`config.mk`:
```
export PLATFORM = sky130hd
export DESIGN_NAME = mux_4x1_nbit
export DESIGN_NICKNAME = d
export VERILOG_FILES = /design/src/rtl/mux_4x1_nbit.sv
export SDC_FILE = /design/constraint.sdc
export NUM_CORES = 1
export LEC_CHECK = 0
export ABC_AREA = 1
export BUFFER_PORTS_ARGS = -buffer_cell sky130_fd_sc_hd__buf_2
export CORE_AREA = 2 2 39 41
export DETAILED_ROUTE_END_ITERATION = 6
export DIE_AREA = 0 0 41 43
export GPL_ROUTABILITY_DRIVEN = 0
export PLACE_DENSITY = 0.57
export SYNTH_ARGS = -nofsm -noshare
export SYNTH_HDL_FRONTEND = slang
export SYNTH_SLANG_ARGS = --single-unit
```
`constraint.sdc`:
```
create_clock -name clk -period 0.9 [get_ports clk]
set_input_delay 0.045 -clock clk [delete_from_list [all_inputs] [get_ports clk]]
set_output_delay 0.045 -clock clk [all_outputs]
set_load 0.03 [all_outputs]
```
`src/rtl/mux_4x1_nbit.sv`:
```
// Registered 4-to-1 multiplexer for n-bit words, one cycle of latency.
// Optional registered even-parity output enabled by MUX_4X1_NBIT_PARITY_EN.
module mux_4x1_nbit #(
  parameter int n = 4
) (
  input  logic         clk,
  input  logic         rst,
  input  logic [n-1:0] w0,
  input  logic [n-1:0] w1,
  input  logic [n-1:0] w2,
  input  logic [n-1:0] w3,
  input  logic [1:0]   sel,
`ifdef MUX_4X1_NBIT_PARITY_EN
  output logic         f_par,
`endif
  output logic [n-1:0] f
);

  logic [n-1:0] sel_word;
  logic         sel_known;

  // An X/Z select matches no case item, so sel_known drops and the
  // output register holds; in hardware every code is decoded.
  always_comb begin
    // NOTE: defaults first so no path through the case infers a latch.
    sel_word  = f;
    sel_known = 1'b0;
    case (sel)
      2'b00: begin sel_word = w0; sel_known = 1'b1; end
      2'b01: begin sel_word = w1; sel_known = 1'b1; end
      2'b10: begin sel_word = w2; sel_known = 1'b1; end
      2'b11: begin sel_word = w3; sel_known = 1'b1; end
      default: ;
    endcase
  end

  // Reset takes priority over selection.
  always_ff @(posedge clk) begin
    // NOTE: non-blocking assignments keep register updates order-independent.
    if (rst) begin
      f <= '0;
    end else if (sel_known) begin
      f <= sel_word;
    end
  end

`ifdef MUX_4X1_NBIT_PARITY_EN
  always_ff @(posedge clk) begin
    if (rst) begin
      f_par <= 1'b0;
    end else if (sel_known) begin
      f_par <= ^sel_word;
    end
  end
`endif

endmodule

```
==> flow_metrics.tcl, run 1 <==
set metrics [dict create \
    h-tree-depth 1 \
    vias 344 \
    fin_setup_tns_ns 0 \
    netlist_top_cells_area "dfxtp_1, nand3_1, nor2_1, nand2_1, o21ai_0" \
    cts_buffers 3 \
    timing.fmax_mhz 1330 \
    mostFrequentLayoutCells "buf_2, nor2_1, nand3_1" \
    fill_cells 166 \
    hold_start "w0[2]" \
    start_kind "flop" \
    register_area_um2 80.1 \
    layout_commonest_cell "buf_2" \
    drc 0 \
    rows 14 \
    yosys_warnings 0 \
    utilization 0.290 \
    nets 89 \
    dieArea_um2 1760 \
    ys_seq_area_frac 0.322 \
    dp.final_hpwl_um 576 \
    drv_cap 0 \
    n_antenna_cell 0 \
    path_cells "buf_2" \
    drt_first_pass_iters 4 \
    yosys.area.top_type "dfxtp_1" \
    synthMuxAreaShare 0 \
    hold_depth 3 \
    clockBufferDepth 2 \
    drtIter0Drc 7 \
    via_per_inst 4.14 \
    top_regs "f (4)" \
    cts_sinks 4 \
    end_kind "primary output" \
    synth_top_family_by_area "simple AND/OR/NAND/NOR gates" \
    synth_xor_area_frac 0 \
    placed_area_um2 379 \
    synth_fa_ha_area_frac 0 \
    synth_top_area_frac 0.322 \
    syn_area_per_cell_um2 5.93 \
    fin_total_pwr_uw 565 \
    wl_per_cell_um 8.29 \
    status "complete, no violations" \
    fin_crit_sh 0.838 \
    ys_seq_elements 4 \
    core_um2 1380 \
    synth_cell_types 9 \
    die_w_um 41 \
    drtAntennaViolNets 0 \
    initial_core_util 0.180 \
    grt_usage 0.0993 \
    synth_compound_area_frac 0.0804 \
    regMostFlops "f" \
    min_period_ns 0.754 \
    finalSetupViolations 0 \
    critPathSlowestCell "dfxtp_1" \
    grt_pass1_wl_mm 1.15 \
    holdBufCountCts 0 \
    rsz0062_at_grt "no" \
    portBuffers 23 \
    root_buffer "clkbuf_4" \
    antenna_found_initial 0 \
    ioPinCount 24 \
    clkTransAtPathRegs_ns 0.04 \
    routed_wl_um 688 \
    critPathKind "flop to primary output" \
    slowest_delay_ns 0.29 \
    crit_family "flip-flops" \
    synth-simple-area-share 0.503 \
    layout-drive-gt1-share 0.433 \
    postCtsResizedCells 0 \
    multi_input_area_um2 145 \
    whs_endpoint "f[2]$_SDFF_PP0_" \
    arrival_ns 0.71 \
    syn_to_final_growth_pct 61.3 \
    irDropWorstVdd_mv 0.351 \
    timing.final.hold_violations 0 \
    powerDensity_nw_per_um2 1410 \
    grt_pass1_vias 297 \
    synth_fp_nets 62 \
    required_ns 0.85 \
    postSynthCellCount 42 \
    grt_max_degree 9 \
    slew_viol_final 0 \
    tightest_slew_ns 0.135 \
    p_leak_uw 0.000242 \
    min_path_type "primary input to flop" \
    largest_reg_flops 4 \
    die_h_um 43 \
    path_max_fanout 1 \
    tritoncts "done" \
    grt_overflow_total 0 \
    postCtsSetupBuffers 0 \
    fin_area_um2 402 \
    synth_area_um2 249 \
    slew_headroom 0.909 \
    path_buf_inv 1 \
]
==> how the worst max path moves through the flow <==
stage,start,to,slack [ns],cells past startpoint
after global routing,f[1]$_SDFF_PP0_,f[1],0.11,1
after global placement,sel[0],f[1]$_SDFF_PP0_,0.21,6
final,f[0]$_SDFF_PP0_,f[0],0.15,1
after floorplan,sel[0],f[0]$_SDFF_PP0_,0.25,5
after detailed placement,sel[0],f[1]$_SDFF_PP0_,0.19,5
after CTS,f[0]$_SDFF_PP0_,f[0],0.13,1
==> through the flow <==
stage | setup WS [ns] | std cells | hold slack [ns]
4_1_cts | 0.132 | 83 | 0.0821
5_1_grt | 0.111 | 83 | 0.0882
3_5_place_dp | 0.187 | 80 | 0.326
3_3_place_gp | 0.206 | 80 | 0.321
6_report | 0.146 | 83 | 0.0867
2_1_floorplan | 0.250 | 42 | 0.224
==> where the power goes <==
group / internal, uW / switching, uW / total, uW
sequential: 193 / 2.40 / 195
combinational: 62.0 / 89.3 / 151
clock: 149 / 70.2 / 219
total: 404 / 162 / 565
==> synthesized netlist by cell type <==
| library cell | instances |
|---|---|
| nand2_1 | 7 |
| inv_2 | 2 |
| inv_1 | 3 |
| dfxtp_1 | 4 |
| o21ai_0 | 4 |
| buf_2 | 1 |
| nand2_4 | 1 |
| nor2_1 | 10 |
| nand3_1 | 10 |
==> metal layers <==
layer	vias to the layer above	routed length (um)	track usage
met5	-	0	0
met4	0	0	0.100
met3	0	72	0.0209
met2	16	330	0.138
met1	144	285	0.115
li1	184	-	-
==> cell families (layout without fill, tap and decap cells) <==
logic type,count (synthesis),count (layout)
AO/OA/AOI/OAI,4,4
AND/OR/NAND/NOR,28,28
buffers and inverters,6,31
flip-flops,4,4
==> cell type report <==
type	count	share of cell area
Tap cell	16	0.0498
Timing Repair Buffer	23	0.287
Sequential cell	4	0.199
Clock buffer	3	0.0561
Multi-Input combinational cell	32	0.361
Inverter	5	0.0467
(Power assumes the default switching activity.)
==> inputs of run 2 (changes only) <==
ABC_AREA = 0   (was 1)
PLACE_DENSITY = 0.53   (was 0.57)
clock period = 0.8 ns   (was 0.9 ns; I/O delays follow)
==> run 2 against run 1 <==
  * Final cell count decreased by 35%
  * Critical path depth unchanged
  * Sequential power increased by 13%
  * Total power increased by 7.5%
  * Setup slack got worse by 0.10 ns
  * Cell area decreased by 10%
  * Wire length decreased by 26%
  * Sequential share of layout area increased by 2.3 points
  * Worst hold slack got worse by 0.063 ns
  * Core utilization decreased by 3.0 points
  * Critical path type unchanged
  * Largest power group unchanged
==> flow_metrics.tcl, run 2 <==
set metrics [dict create \
    status "complete, no violations" \
    drc 0 \
    routed_wl_um 508 \
    top_regs "f (4)" \
    antenna_found_initial 0 \
    holdWs_ns 0.0235 \
    die_w_um 41 \
    path_max_fanout 1 \
    irDropWorstVdd_mv 0.413 \
    rsz0062_at_grt "no" \
    synth-async-reset-ratio 0 \
    cts_sinks 4 \
    yosys_warnings 0 \
    holdBufCountCts 0 \
    drtIter0Drc 7 \
    path_buf_inv 1 \
    grt_pass1_vias 189 \
    cts_buffers 3 \
    grt_usage 0.0617 \
    syn_area_per_cell_um2 16.9 \
    tritoncts "done" \
    grt_overflow_total 0 \
    via_per_inst 4.07 \
    synth_area_um2 203 \
    crit_end "f[2]" \
    dieArea_um2 1760 \
    postCtsSetupBuffers 0 \
    h-tree-depth 1 \
    synth_fa_ha_area_frac 0 \
    critPathKind "flop to primary output" \
    ys_seq_area_frac 0.395 \
    initial_core_util 0.146 \
    ioPinCount 24 \
    synth-simple-area-share 0.123 \
    timing.fmax_mhz 1320 \
    regMostFlops "f" \
    end_kind "primary output" \
    synth_cell_types 4 \
    drt_first_pass_iters 4 \
    synth_ff_type "dfxtp_1" \
    core_um2 1380 \
    netlist_top_cells_area "dfxtp_1, mux4_1, mux4_2, nor2b_1" \
    p_leak_uw 0.000183 \
    fill_cells 146 \
    multi_input_area_um2 123 \
    arrival_ns 0.72 \
    synth_edf_count 0 \
    n_antenna_cell 0 \
    wl_per_cell_um 9.41 \
    vias 220 \
    layout-drive-gt1-share 0.737 \
    cp-startpoint "f[2]$_SDFF_PP0_" \
    synth_xor_area_frac 0 \
    min_period_ns 0.757 \
    synthMuxAreaShare 0.481 \
    portBuffers 23 \
    die_h_um 43 \
    root_buffer "clkbuf_4" \
    path_cells "buf_2" \
    clockBufferDepth 2 \
    synth_fp_nets 32 \
    powerDensity_nw_per_um2 1690 \
    slowest_delay_ns 0.30 \
    min_path_type "primary input to flop" \
    grt_pass1_wl_um 683 \
    drtAntennaViolNets 0 \
    timing.final.hold_violations 0 \
    register_area_um2 80.1 \
    syn_to_final_growth_pct 77.8 \
    critPathSlowestCell "dfxtp_1" \
    finalSetupViolations 0 \
    postSynthCellCount 12 \
    synth_top_cells_by_count "dfxtp_1, nor2b_1, mux4_1, mux4_2" \
    layout_commonest_cell "buf_2" \
    synth_compound_area_frac 0 \
    tightest_slew_ns 0.156 \
    mostFrequentLayoutCells "buf_2, nor2b_1, dfxtp_1" \
    nets 60 \
    fin_area_um2 360 \
    start_kind "flop" \
    clkTransAtPathRegs_ns 0.04 \
    rows 14 \
    placed_area_um2 338 \
    required_ns 0.76 \
    synth_top_family_by_area "multiplexers" \
    slew_viol_final 0 \
    largest_reg_flops 4 \
    fin_crit_sh 0.947 \
    slew_headroom 0.897 \
    path_depth 1 \
    grt_max_degree 5 \
    crit_family "flip-flops" \
    postCtsResizedCells 0 \
    synth_top_area_frac 0.395 \
    drv_cap 0 \
    ys_seq_elements 4 \
    yosys.area.top_type "dfxtp_1" \
]
## run 2: worst min path at each step
stage | from | to | slack [ns] | cells after the start
after global placement | rst | f[0]$_SDFF_PP0_ | 0.26 | 2
after floorplan | rst | f[0]$_SDFF_PP0_ | 0.11 | 1
after detailed placement | rst | f[1]$_SDFF_PP0_ | 0.26 | 2
after CTS | rst | f[3]$_SDFF_PP0_ | 0.01 | 2
after global routing | rst | f[1]$_SDFF_PP0_ | 0.02 | 2
final | rst | f[3]$_SDFF_PP0_ | 0.02 | 2
## run 2: through the flow
| step | cells | TNS, ns | setup WS (ns) | util | total power (uW) |
|---|---|---|---|---|---|
| detailed placement | 51 | -0.655 | -0.194 | 0.244 | 371 |
| finish | 54 | 0 | 0.0425 | 0.260 | 608 |
| global placement | 51 | -0.621 | -0.186 | 0.244 | 370 |
| floorplan | 12 | 0 | 0.0160 | - | 301 |
| CTS | 54 | 0 | 0.0279 | 0.260 | 626 |
| global route | 54 | 0 | 0.00970 | 0.260 | 645 |
## run 2: final cells by class
type	count	share of cell area
repair buffers	23	0.319
clock buffers	3	0.0625
flip-flops and latches	4	0.222
well taps	16	0.0556
multi-input cells	8	0.340
## run 2: per-layer routing
| metal | share of wire | GRT usage | up-vias |
|---|---|---|---|
| li1 | - | - | 102 |
| met1 | 0.37 | 0.0658 | 92 |
| met2 | 0.38 | 0.0750 | 26 |
| met3 | 0.25 | 0.0419 | 0 |
| met4 | 0 | 0.0600 | 0 |
| met5 | 0 | 0 | - |
## run 2: cells by family after synthesis
kind of cell,Yosys count
multiplexers,4
flip-flops,4
AND/OR/NAND/NOR,4
## run 2: power breakdown
| group | switching (uW) | leakage, uW | internal, uW |
|---|---|---|---|
| logic | 65.2 | 0.000136 | 81.2 |
| clock network | 74.6 | 0.0000138 | 167 |
| registers | 3.09 | 0.0000333 | 217 |
| total | 143 | 0.000183 | 465 |
==> inputs of run 3 (changes only) <==
GPL_TIMING_DRIVEN = 0   (was default)
==> run 3 against run 2 <==
  * Setup slack improved by 0.0042 ns
  * Critical path type unchanged
  * Highest routed layer unchanged
  * Die area stayed put
  * Critical path depth did not move
  * Maximum frequency rose by 0.55%
  * Global-route usage rose by 0.41 points
  * Total power grew 0.43%
==> flow_metrics.tcl, run 3 (synthesis results as in run 2) <==
set metrics [dict create \
    status "complete, no violations" \
    multi_input_area_um2 123 \
    top_regs "f (4)" \
    timing.fmax_mhz 1330 \
    register_area_um2 80.1 \
    irDropWorstVdd_mv 0.351 \
    utilization 0.260 \
    wl_met2_um 176 \
    initial_core_util 0.146 \
    maxUsedRoutingLayer "met3" \
    grt_overflow_total 0 \
    tightest_slew_ns 0.155 \
    critPathSlowestCell "dfxtp_1" \
    mostFrequentLayoutCells "buf_2, nor2b_1, dfxtp_1" \
    slew_viol_final 0 \
    die_h_um 43 \
    clockBufferDepth 2 \
    min_path_type "primary input to flop" \
    die_w_um 41 \
    nets 60 \
    critPathKind "flop to primary output" \
    drt_first_pass_iters 2 \
    ioPinCount 24 \
    dieArea_um2 1760 \
    slowest_delay_ns 0.30 \
    power_switching_uw 145 \
    drc 0 \
    grt_pass1_wl_um 696 \
    finalSetupViolations 0 \
    fin_ws_ns 0.0467 \
    grt_usage 0.0658 \
    met3_length_um 104 \
    rows 14 \
    vias 208 \
    timing.final.hold_violations 0 \
    hold_start "rst" \
    routed_wl_um 508 \
    p_leak_uw 0.000183 \
    cts_buffers 3 \
    slew_headroom 0.897 \
    grt_pass1_vias 196 \
    whs_endpoint "f[2]$_SDFF_PP0_" \
    p_sw_frac 0.238 \
    internal_power_uw 465 \
    p_comb_frac 0.238 \
    tritoncts "done" \
    fill_cells 150 \
    layout_commonest_cell "buf_2" \
    syn_to_final_growth_pct 77.8 \
    powerDensity_nw_per_um2 1690 \
    path_max_fanout 1 \
    path_buf_inv 1 \
    min_period_ns 0.753 \
    required_ns 0.76 \
    drv_cap 0 \
    start_kind "flop" \
    postCtsSetupBuffers 0 \
    path_cells "buf_2" \
    fin_crit_sh 0.942 \
    antenna_found_initial 0 \
    via_per_inst 3.85 \
    met1_length_um 227 \
    clkTransAtPathRegs_ns 0.04 \
    drtAntennaViolNets 0 \
    rsz0062_at_grt "no" \
    root_buffer "clkbuf_4" \
    arrival_ns 0.71 \
    grt_max_degree 5 \
    largest_reg_flops 4 \
    core_um2 1380 \
    cts_sinks 4 \
    end_kind "primary output" \
    holdBufCountCts 0 \
    pwr-share-seq 0.360 \
    postCtsResizedCells 0 \
    h-tree-depth 1 \
    drtIter0Drc 1 \
    regMostFlops "f" \
    portBuffers 23 \
    holdWs_ns 0.0115 \
    hold_depth 2 \
    place_ws_ns -0.192 \
    crit_family "flip-flops" \
    n_antenna_cell 0 \
    layout-drive-gt1-share 0.737 \
    clkPwrFrac 0.402 \
    wl_per_cell_um 9.41 \
]
run 3: how the worst max path moves through the flow:
stage                               start         endpoint  cells past startpoint
after floorplan                    sel[0]  f[0]$_SDFF_PP0_                      2
after global placement             sel[0]  f[3]$_SDFF_PP0_                      3
after detailed placement           sel[0]  f[3]$_SDFF_PP0_                      3
after CTS                 f[0]$_SDFF_PP0_             f[0]                      1
after global routing      f[2]$_SDFF_PP0_             f[2]                      1
final                     f[0]$_SDFF_PP0_             f[0]                      1
run 3: layout make-up:
class / count / share of cell area
clock buffer: 3 / 0.0625
tap: 16 / 0.0556
sequential: 4 / 0.222
timing repair buffer: 23 / 0.319
multi-input combinational: 8 / 0.340
run 3: power by group through the flow:
stage               combinational, uW  clock, uW  sequential, uW
finish                            146        246             220
detailed placement                147          0             223
global route                      156        280             221
CTS                               147        258             220
floorplan                        43.8          0             257
global placement                  145          0             223
run 3: through the flow:
stage          setup TNS (ns)  cell area [um2]  instances  power [uW]
2_1_floorplan               0              203         12         301
3_3_place_gp           -0.653              338         51         368
3_5_place_dp           -0.654              338         51         370
4_1_cts                     0              360         54         625
5_1_grt                     0              360         54         657
6_report                    0              360         54         611
run 3: per-layer routing:
| layer | up-vias | global-route usage |
|---|---|---|
| li1 | 102 | - |
| met1 | 82 | 0.0726 |
| met2 | 24 | 0.0781 |
| met3 | 0 | 0.0314 |
| met4 | 0 | 0.0800 |
| met5 | - | 0 |
